**config.mk**
```make
export PLATFORM = sky130hd
export DESIGN_NAME = i2s_receiver
export DESIGN_NICKNAME = d
export VERILOG_FILES = /design/src/rtl/audio_pkg.sv /design/src/rtl/i2s_sync.sv /design/src/rtl/i2s_receiver.sv
export SDC_FILE = /design/constraint.sdc
export NUM_CORES = 1
export LEC_CHECK = 0
export ABC_AREA = 1
export CORE_MARGIN = 5
export CORE_UTILIZATION = 35
export CTS_CLUSTER_DIAMETER = 50
export DETAILED_ROUTE_END_ITERATION = 12
export PLACE_DENSITY = 0.66
export SYNTH_ARGS = -nofsm -noshare
export SYNTH_HDL_FRONTEND = slang
export SYNTH_SLANG_ARGS = --single-unit
export TNS_END_PERCENT = 30
```
**constraint.sdc**
```tcl
create_clock -name clk -period 1.3 [get_ports clk]
set_input_delay 0.325 -clock clk [delete_from_list [all_inputs] [get_ports clk]]
set_output_delay 0.325 -clock clk [all_outputs]
set_load 0.02 [all_outputs]
```
**src/rtl/audio_pkg.sv**
```systemverilog
// -----------------------------------------------------------------------------
// audio_pkg
// Shared definitions for the I2S receiver:
//   SAMPLE_WIDTH  width of one delivered audio sample
//   rx_state_e    receiver framing FSM states
//   sat_inc8      8-bit saturating increment used by the optional drop counter
// -----------------------------------------------------------------------------
package audio_pkg;

    localparam int SAMPLE_WIDTH = 16;

    typedef enum logic [1:0] {
        SYNC  = 2'd0,
        SHIFT = 2'd1,
        WAIT  = 2'd2
    } rx_state_e;

    function automatic logic [7:0] sat_inc8(input logic [7:0] v);
        return (v == 8'hFF) ? v : (v + 8'd1);
    endfunction

endpackage

```
**src/rtl/i2s_sync.sv**
```systemverilog
// -----------------------------------------------------------------------------
// i2s_sync
// Two-flop synchronizer for one asynchronous input, plus an extra history flop
// for edge detection in the clk domain.
//   clk     system clock
//   reset   asynchronous active-low reset (all flops cleared)
//   d_i     asynchronous input
//   q_o     synchronized level
//   rise_o  synchronized level is 1 and was 0 in the previous clk cycle
//   edge_o  synchronized level differs from the previous clk cycle
// -----------------------------------------------------------------------------
module i2s_sync (
    input  logic clk,
    input  logic reset,
    input  logic d_i,
    output logic q_o,
    output logic rise_o,
    output logic edge_o
);

    logic meta_q;
    logic sync_q;
    logic prev_q;

    // Synchronizer chain and one-cycle history of the synchronized level.
    always_ff @(posedge clk or negedge reset) begin
        if (!reset) begin
            meta_q <= 1'b0;
            sync_q <= 1'b0;
            prev_q <= 1'b0;
        end else begin
            meta_q <= d_i;
            sync_q <= meta_q;
            prev_q <= sync_q;
        end
    end

    assign q_o    = sync_q;
    assign rise_o = sync_q & ~prev_q;
    assign edge_o = sync_q ^ prev_q;

endmodule

```
**src/rtl/i2s_receiver.sv**
```systemverilog
// -----------------------------------------------------------------------------
// i2s_receiver
// Oversampling I2S receiver: SCLK/LRCLK/SDATA are synchronized into clk and
// sampled on detected SCLK rising edges. The first 16 bits of each slot (MSB
// first, after the I2S one-bit delay) are delivered to a one-entry
// valid/ready register per channel.
//   bits_per_slot  SCLK cycles per LRCLK half-frame (16..32); slots are framed
//                  by LRCLK changes, so bits past 16 are simply ignored
//   clk, reset     system clock, asynchronous active-low reset
//   i_sclk, i_lrclk, i_sdata   asynchronous I2S pins (lrclk 0 = left)
//   o_left_*/o_right_*         per-channel valid/ready(input)/value
//   o_overflow     one-cycle pulse per sample dropped on a full channel
//   o_drop_count   (only with I2S_RX_DROP_COUNT_EN) saturating count of
//                  overflows and short (<16-bit) slots
// -----------------------------------------------------------------------------
module i2s_receiver
    import audio_pkg::*;
#(
    parameter int unsigned bits_per_slot = 32
) (
    input  logic                    clk,
    input  logic                    reset,
    input  logic                    i_sclk,
    input  logic                    i_lrclk,
    input  logic                    i_sdata,
    output logic                    o_left_valid,
    input  logic                    o_left_ready,
    output logic [SAMPLE_WIDTH-1:0] o_left_value,
    output logic                    o_right_valid,
    input  logic                    o_right_ready,
    output logic [SAMPLE_WIDTH-1:0] o_right_value,
    output logic                    o_overflow
`ifdef I2S_RX_DROP_COUNT_EN
    ,
    output logic [7:0]              o_drop_count
`endif
);

    logic sclk_s, sclk_rise_s, sclk_edge_s;
    logic lr_s, lr_rise_s, lr_edge_s;
    logic sdata_s, sdata_rise_s, sdata_edge_s;

    i2s_sync u_sync_sclk  (.clk(clk), .reset(reset), .d_i(i_sclk),
                           .q_o(sclk_s), .rise_o(sclk_rise_s), .edge_o(sclk_edge_s));
    i2s_sync u_sync_lrclk (.clk(clk), .reset(reset), .d_i(i_lrclk),
                           .q_o(lr_s), .rise_o(lr_rise_s), .edge_o(lr_edge_s));
    i2s_sync u_sync_sdata (.clk(clk), .reset(reset), .d_i(i_sdata),
                           .q_o(sdata_s), .rise_o(sdata_rise_s), .edge_o(sdata_edge_s));

    rx_state_e                 state_q, state_d;
    logic [3:0]                cnt_q, cnt_d;
    logic [SAMPLE_WIDTH-2:0]   shift_q, shift_d;
    logic                      chan_q, chan_d;
    logic                      lr_prev_q;
    logic                      primed_q;
    logic                      left_valid_q, left_valid_d;
    logic [SAMPLE_WIDTH-1:0]   left_value_q, left_value_d;
    logic                      right_valid_q, right_valid_d;
    logic [SAMPLE_WIDTH-1:0]   right_value_q, right_value_d;
    logic                      overflow_q;
    logic                      lr_change_s, deliver_s, short_s, l_ovf_s, r_ovf_s;
    logic [SAMPLE_WIDTH-1:0]   word_s;

    // The first SCLK edge after reset only records LRCLK, so a slot already in
    // progress at reset release is never mistaken for a fresh boundary.
    assign lr_change_s = sclk_rise_s & primed_q & (lr_s != lr_prev_q);
    assign word_s      = {shift_q, sdata_s};

    // Framing FSM: the bit sampled on an edge belongs to the current slot, and
    // an LRCLK change seen on that same edge starts the next slot afterwards.
    always_comb begin
        state_d   = state_q;
        cnt_d     = cnt_q;
        shift_d   = shift_q;
        chan_d    = chan_q;
        deliver_s = 1'b0;
        short_s   = 1'b0;
        if (sclk_rise_s) begin
            case (state_q)
                SYNC: begin
                    if (lr_change_s) begin
                        chan_d  = lr_s;
                        cnt_d   = 4'd0;
                        state_d = SHIFT;
                    end else begin
                        state_d = SYNC;
                    end
                end
                SHIFT: begin
                    shift_d = {shift_q[SAMPLE_WIDTH-3:0], sdata_s};
                    cnt_d   = cnt_q + 4'd1;
                    if (cnt_q == 4'd15) begin
                        deliver_s = 1'b1;
                        state_d   = WAIT;
                    end else begin
                        state_d   = SHIFT;
                    end
                    if (lr_change_s) begin
                        short_s = (cnt_q != 4'd15);
                        chan_d  = lr_s;
                        cnt_d   = 4'd0;
                        state_d = SHIFT;
                    end else begin
                        chan_d  = chan_q;
                    end
                end
                WAIT: begin
                    if (lr_change_s) begin
                        chan_d  = lr_s;
                        cnt_d   = 4'd0;
                        state_d = SHIFT;
                    end else begin
                        state_d = WAIT;
                    end
                end
                default: begin
                    state_d = SYNC;
                    cnt_d   = 4'd0;
                end
            endcase
        end else begin
            state_d = state_q;
        end
    end

    // Left output register: a delivery onto a stalled full entry is dropped;
    // a delivery coinciding with a transfer simply replaces the entry.
    always_comb begin
        left_valid_d = left_valid_q;
        left_value_d = left_value_q;
        l_ovf_s      = 1'b0;
        if (deliver_s && !chan_q) begin
            if (left_valid_q && !o_left_ready) begin
                l_ovf_s = 1'b1;
            end else begin
                left_valid_d = 1'b1;
                left_value_d = word_s;
            end
        end else if (left_valid_q && o_left_ready) begin
            left_valid_d = 1'b0;
        end else begin
            left_valid_d = left_valid_q;
        end
    end

    // Right output register, identical handshake to the left one.
    always_comb begin
        right_valid_d = right_valid_q;
        right_value_d = right_value_q;
        r_ovf_s       = 1'b0;
        if (deliver_s && chan_q) begin
            if (right_valid_q && !o_right_ready) begin
                r_ovf_s = 1'b1;
            end else begin
                right_valid_d = 1'b1;
                right_value_d = word_s;
            end
        end else if (right_valid_q && o_right_ready) begin
            right_valid_d = 1'b0;
        end else begin
            right_valid_d = right_valid_q;
        end
    end

    // State, datapath and output registers.
    always_ff @(posedge clk or negedge reset) begin
        if (!reset) begin
            state_q       <= SYNC;
            cnt_q         <= 4'd0;
            shift_q       <= '0;
            chan_q        <= 1'b0;
            lr_prev_q     <= 1'b0;
            primed_q      <= 1'b0;
            left_valid_q  <= 1'b0;
            left_value_q  <= '0;
            right_valid_q <= 1'b0;
            right_value_q <= '0;
            overflow_q    <= 1'b0;
        end else begin
            state_q       <= state_d;
            cnt_q         <= cnt_d;
            shift_q       <= shift_d;
            chan_q        <= chan_d;
            if (sclk_rise_s) begin
                lr_prev_q <= lr_s;
                primed_q  <= 1'b1;
            end
            left_valid_q  <= left_valid_d;
            left_value_q  <= left_value_d;
            right_valid_q <= right_valid_d;
            right_value_q <= right_value_d;
            overflow_q    <= l_ovf_s | r_ovf_s;
        end
    end

`ifdef I2S_RX_DROP_COUNT_EN
    logic [7:0] drop_q;

    // Saturating count of overflowed samples and short slots.
    always_ff @(posedge clk or negedge reset) begin
        if (!reset) begin
            drop_q <= 8'd0;
        end else if (l_ovf_s || r_ovf_s || short_s) begin
            drop_q <= sat_inc8(drop_q);
        end
    end

    assign o_drop_count = drop_q;
`endif

    assign o_left_valid  = left_valid_q;
    assign o_left_value  = left_value_q;
    assign o_right_valid = right_valid_q;
    assign o_right_value = right_value_q;
    assign o_overflow    = overflow_q;

endmodule
```
==> impl_metrics.toml, run 1 <==
[status]
status = "complete, but fails checks"
violations = "negative setup slack"

[routing]
drc = 0
drt-met1-wl_mm = 2.71
dr_wl_met2_mm = 2.90
drtAntennaViolNets = 0
firstDrtPassIters = 4
viasPerCell = 4.67
maxUsedRoutingLayer = "met4"
wl_mm = 5.98
drt_iter0_drc = 77
met3WireLength_um = 259
routedWlPerCell_um = 12.9
via_count = 2158

[critical_path]
cp.required_ps = 1530
reg2reg_slack_ps = -90
crit_type = "flop to flop"
critPathLaunch = "cnt_q[1]"
crit_fanout = 17
crit-reg2reg-launch = "cnt_q[1]"
cp.arrival_ps = 1620
cp-end-kind = "flop"
cp-start-kind = "flop"

[sta]
min_period_over_period_pct = 107
drv_slew = 0
finalCriticalPeriod_ps = 1390
rsz0062_at_grt = "true"
fin_worst_skew_ps = 9.62
timing.slew.headroom_pct = 74.9
setup_viol = 32
hold_viol_final = 0
fmax_mhz = 720
worst_slew_pin_slew_ps = 377
setup-tns-final_ps = -2150
setup_slack_ps = -88.0

[hold_path]
min_from = "u_sync_sdata.meta_q"
hp-class = "flop to flop"

[yosys]
async_flop_share_pct = 100
synth.net_count = 290
synth_seq_area_share_pct = 60.9
synthCells = 282
synth.avg_cell_area_sq_um = 9.61
ys_ff_latch = 66
yosysWarnings = 0
ys.flop_type = "dfrtp_1"
synth_area_sq_um = 2710
synth_cell_types = 22
synth_edf_count = 0

[placement]
gp_congestion = 0.803
io_buffers = 41
hpwl_mm = 4.19
dp_cells = 438

[global_route]
grt_use_total_pct = 13.1
grt_overflow_total = 0
grt_pass1_vias = 2051
grt_antenna_before_repair = 0
grt_max_degree = 29
grt_pass1_wl_mm = 10.0

[floorplan]
fp.dieArea_sq_um = 9600
die_w_um = 98.0
initial_core_util_pct = 35.4
chipHeight_um = 98.0
core_area_sq_um = 7650
num_io_pins = 42
num_rows = 32

[clocking]
clock_path_buffers = 2
cts_root_buf = "clkbuf_8"
cts_tree = "yes"
clock_latency_ps = 340
cts_buffers = 9
cts_max_level = 3
cts.sinks = 66
clkSlewWorstSetupHoldPaths_ps = 70

[power]
ir_worst_vdd_mv = 0.575
total_power_mw = 4.98
leakagePower_nw = 1.98
powerDensity_nw_per_um2 = 1360

[final_layout]
drive_above_1_share_pct = 33.1
multi_input_area_sq_um = 1010
area_growth_pct = 34.6
final-seq-area_sq_um = 1650
fin_nets = 363
final_cells = 462
fill_cells = 714
n_antenna_cell = 0

[job]
maxCapViolCount = 0
## critical path: stages, from the launching register on
cell and delay (ps):
dfrtp_1 360, ha_2 200, nand2_2 70, nor2_4 170, nand2_4 100, nor2_4 120, nand2_4 130, nand2_1 90
nand2_1 50
## through the flow
stage | setup slack, ps | util (%) | hold slack, ps | instance area [sq um]
final | -88.0 | 47.7 | 349 | 3650
after global routing | -171 | 47.7 | 356 | 3650
after CTS | -107 | 46.0 | 352 | 3520
after detailed placement | -219 | 44.6 | 254 | 3410
after global placement | -194 | 44.6 | 256 | 3410
after floorplan | -97.7 | - | 29.4 | 2720
## path summary, 6_finish.rpt
| path | cells after the start | end |
|---|---|---|
| max | 8 | o_left_value[10] |
| min | 0 | u_sync_sdata.q_o |
| max reg2reg | 8 | o_left_value[10] |
| min reg2reg | 0 | u_sync_sdata.q_o |
| max in group asynchronous | 3 | state_q[0] |
| min in group asynchronous | 2 | o_left_value[13] |
## layout by cell type (no fill, tap or decap), types with 4 or more instances in the layout
master / instances
nand2_1: 118
o21ai_0: 6
buf_6: 4
nand2_2: 18
dfrtp_1: 66
nor2_4: 6
clkbuf_8: 10
nor2_1: 4
inv_1: 11
buf_4: 23
buf_2: 36
clkdlybuf4s50_1: 5
nand3_1: 6
o2111ai_1: 14
buf_12: 5
## power by group
| group | internal, mW | switching [mW] | total (mW) |
|---|---|---|---|
| Combinational | 0.230 | 0.277 | 0.506 |
| Sequential | 2.19 | 0.165 | 2.36 |
| Clock | 1.33 | 0.781 | 2.11 |
| Total | 3.75 | 1.22 | 4.98 |
## registers in the layout (all words and copies together) (netlist names), 2 cells and up
signal	flops
cnt_q	4
o_left_value	16
o_right_value	16
shift_q	15
state_q	2
## metal layers
metal,GRT usage (%),up-vias
li1,-,1056
met1,16.5,1049
met2,20.5,43
met3,4.36,10
met4,6.28,0
met5,0,-
## Yosys cell counts (all sizes together) (3+ instances only)
| cell type | number | share of area, % |
|---|---|---|
| o2111ai | 16 | 5.8 |
| clkbuf | 4 | 0.55 |
| xor2 | 3 | 0.97 |
| inv | 12 | 1.7 |
| nor2 | 11 | 2.5 |
| nand4 | 3 | 0.69 |
| nand2 | 138 | 20 |
| o21ai | 8 | 1.5 |
| nand3 | 8 | 1.5 |
| dfrtp | 66 | 61 |
| buf | 8 | 2.4 |
## area by class of cell
class	count	area share [%]
Clock buffer	10	3.77
Clock inverter	6	3.09
Inverter	13	1.34
Multi-Input combinational cell	191	27.7
Sequential cell	66	45.3
Tap cell	102	3.50
Timing Repair Buffer	74	15.3
## cells by family after synthesis
kind of cell | share of synthesized area (%)
compound gates | 7.57
xor+xnor | 0.970
fa+ha+maj | 0.462
buf+inv | 4.75
flops | 60.9
simple gates | 25.3
## what timing repair did
item                                    CTS  global route
hold endpoints to repair                 12             0
pin swaps                                 4             8
endpoints found under the setup margin   72            48
setup buffers                             1             5
hold buffers                              1             0
gates cloned                              0             1
resized for setup                       143            30
Note: power is estimated with default switching activity, not from simulation.
==> inputs of run 2 (changes only) <==
--- a/config.mk
+++ b/config.mk
@@ -8,6 +8,7 @@
 export ABC_AREA = 1
 export CORE_MARGIN = 5
 export CORE_UTILIZATION = 35
+export CTS_BUF_LIST = sky130_fd_sc_hd__clkbuf_4 sky130_fd_sc_hd__clkbuf_8
 export CTS_CLUSTER_DIAMETER = 50
 export DETAILED_ROUTE_END_ITERATION = 12
 export PLACE_DENSITY = 0.66
==> results of run 2 <==
Same layout as run 1: the final DEF is identical, and so are final timing and power.
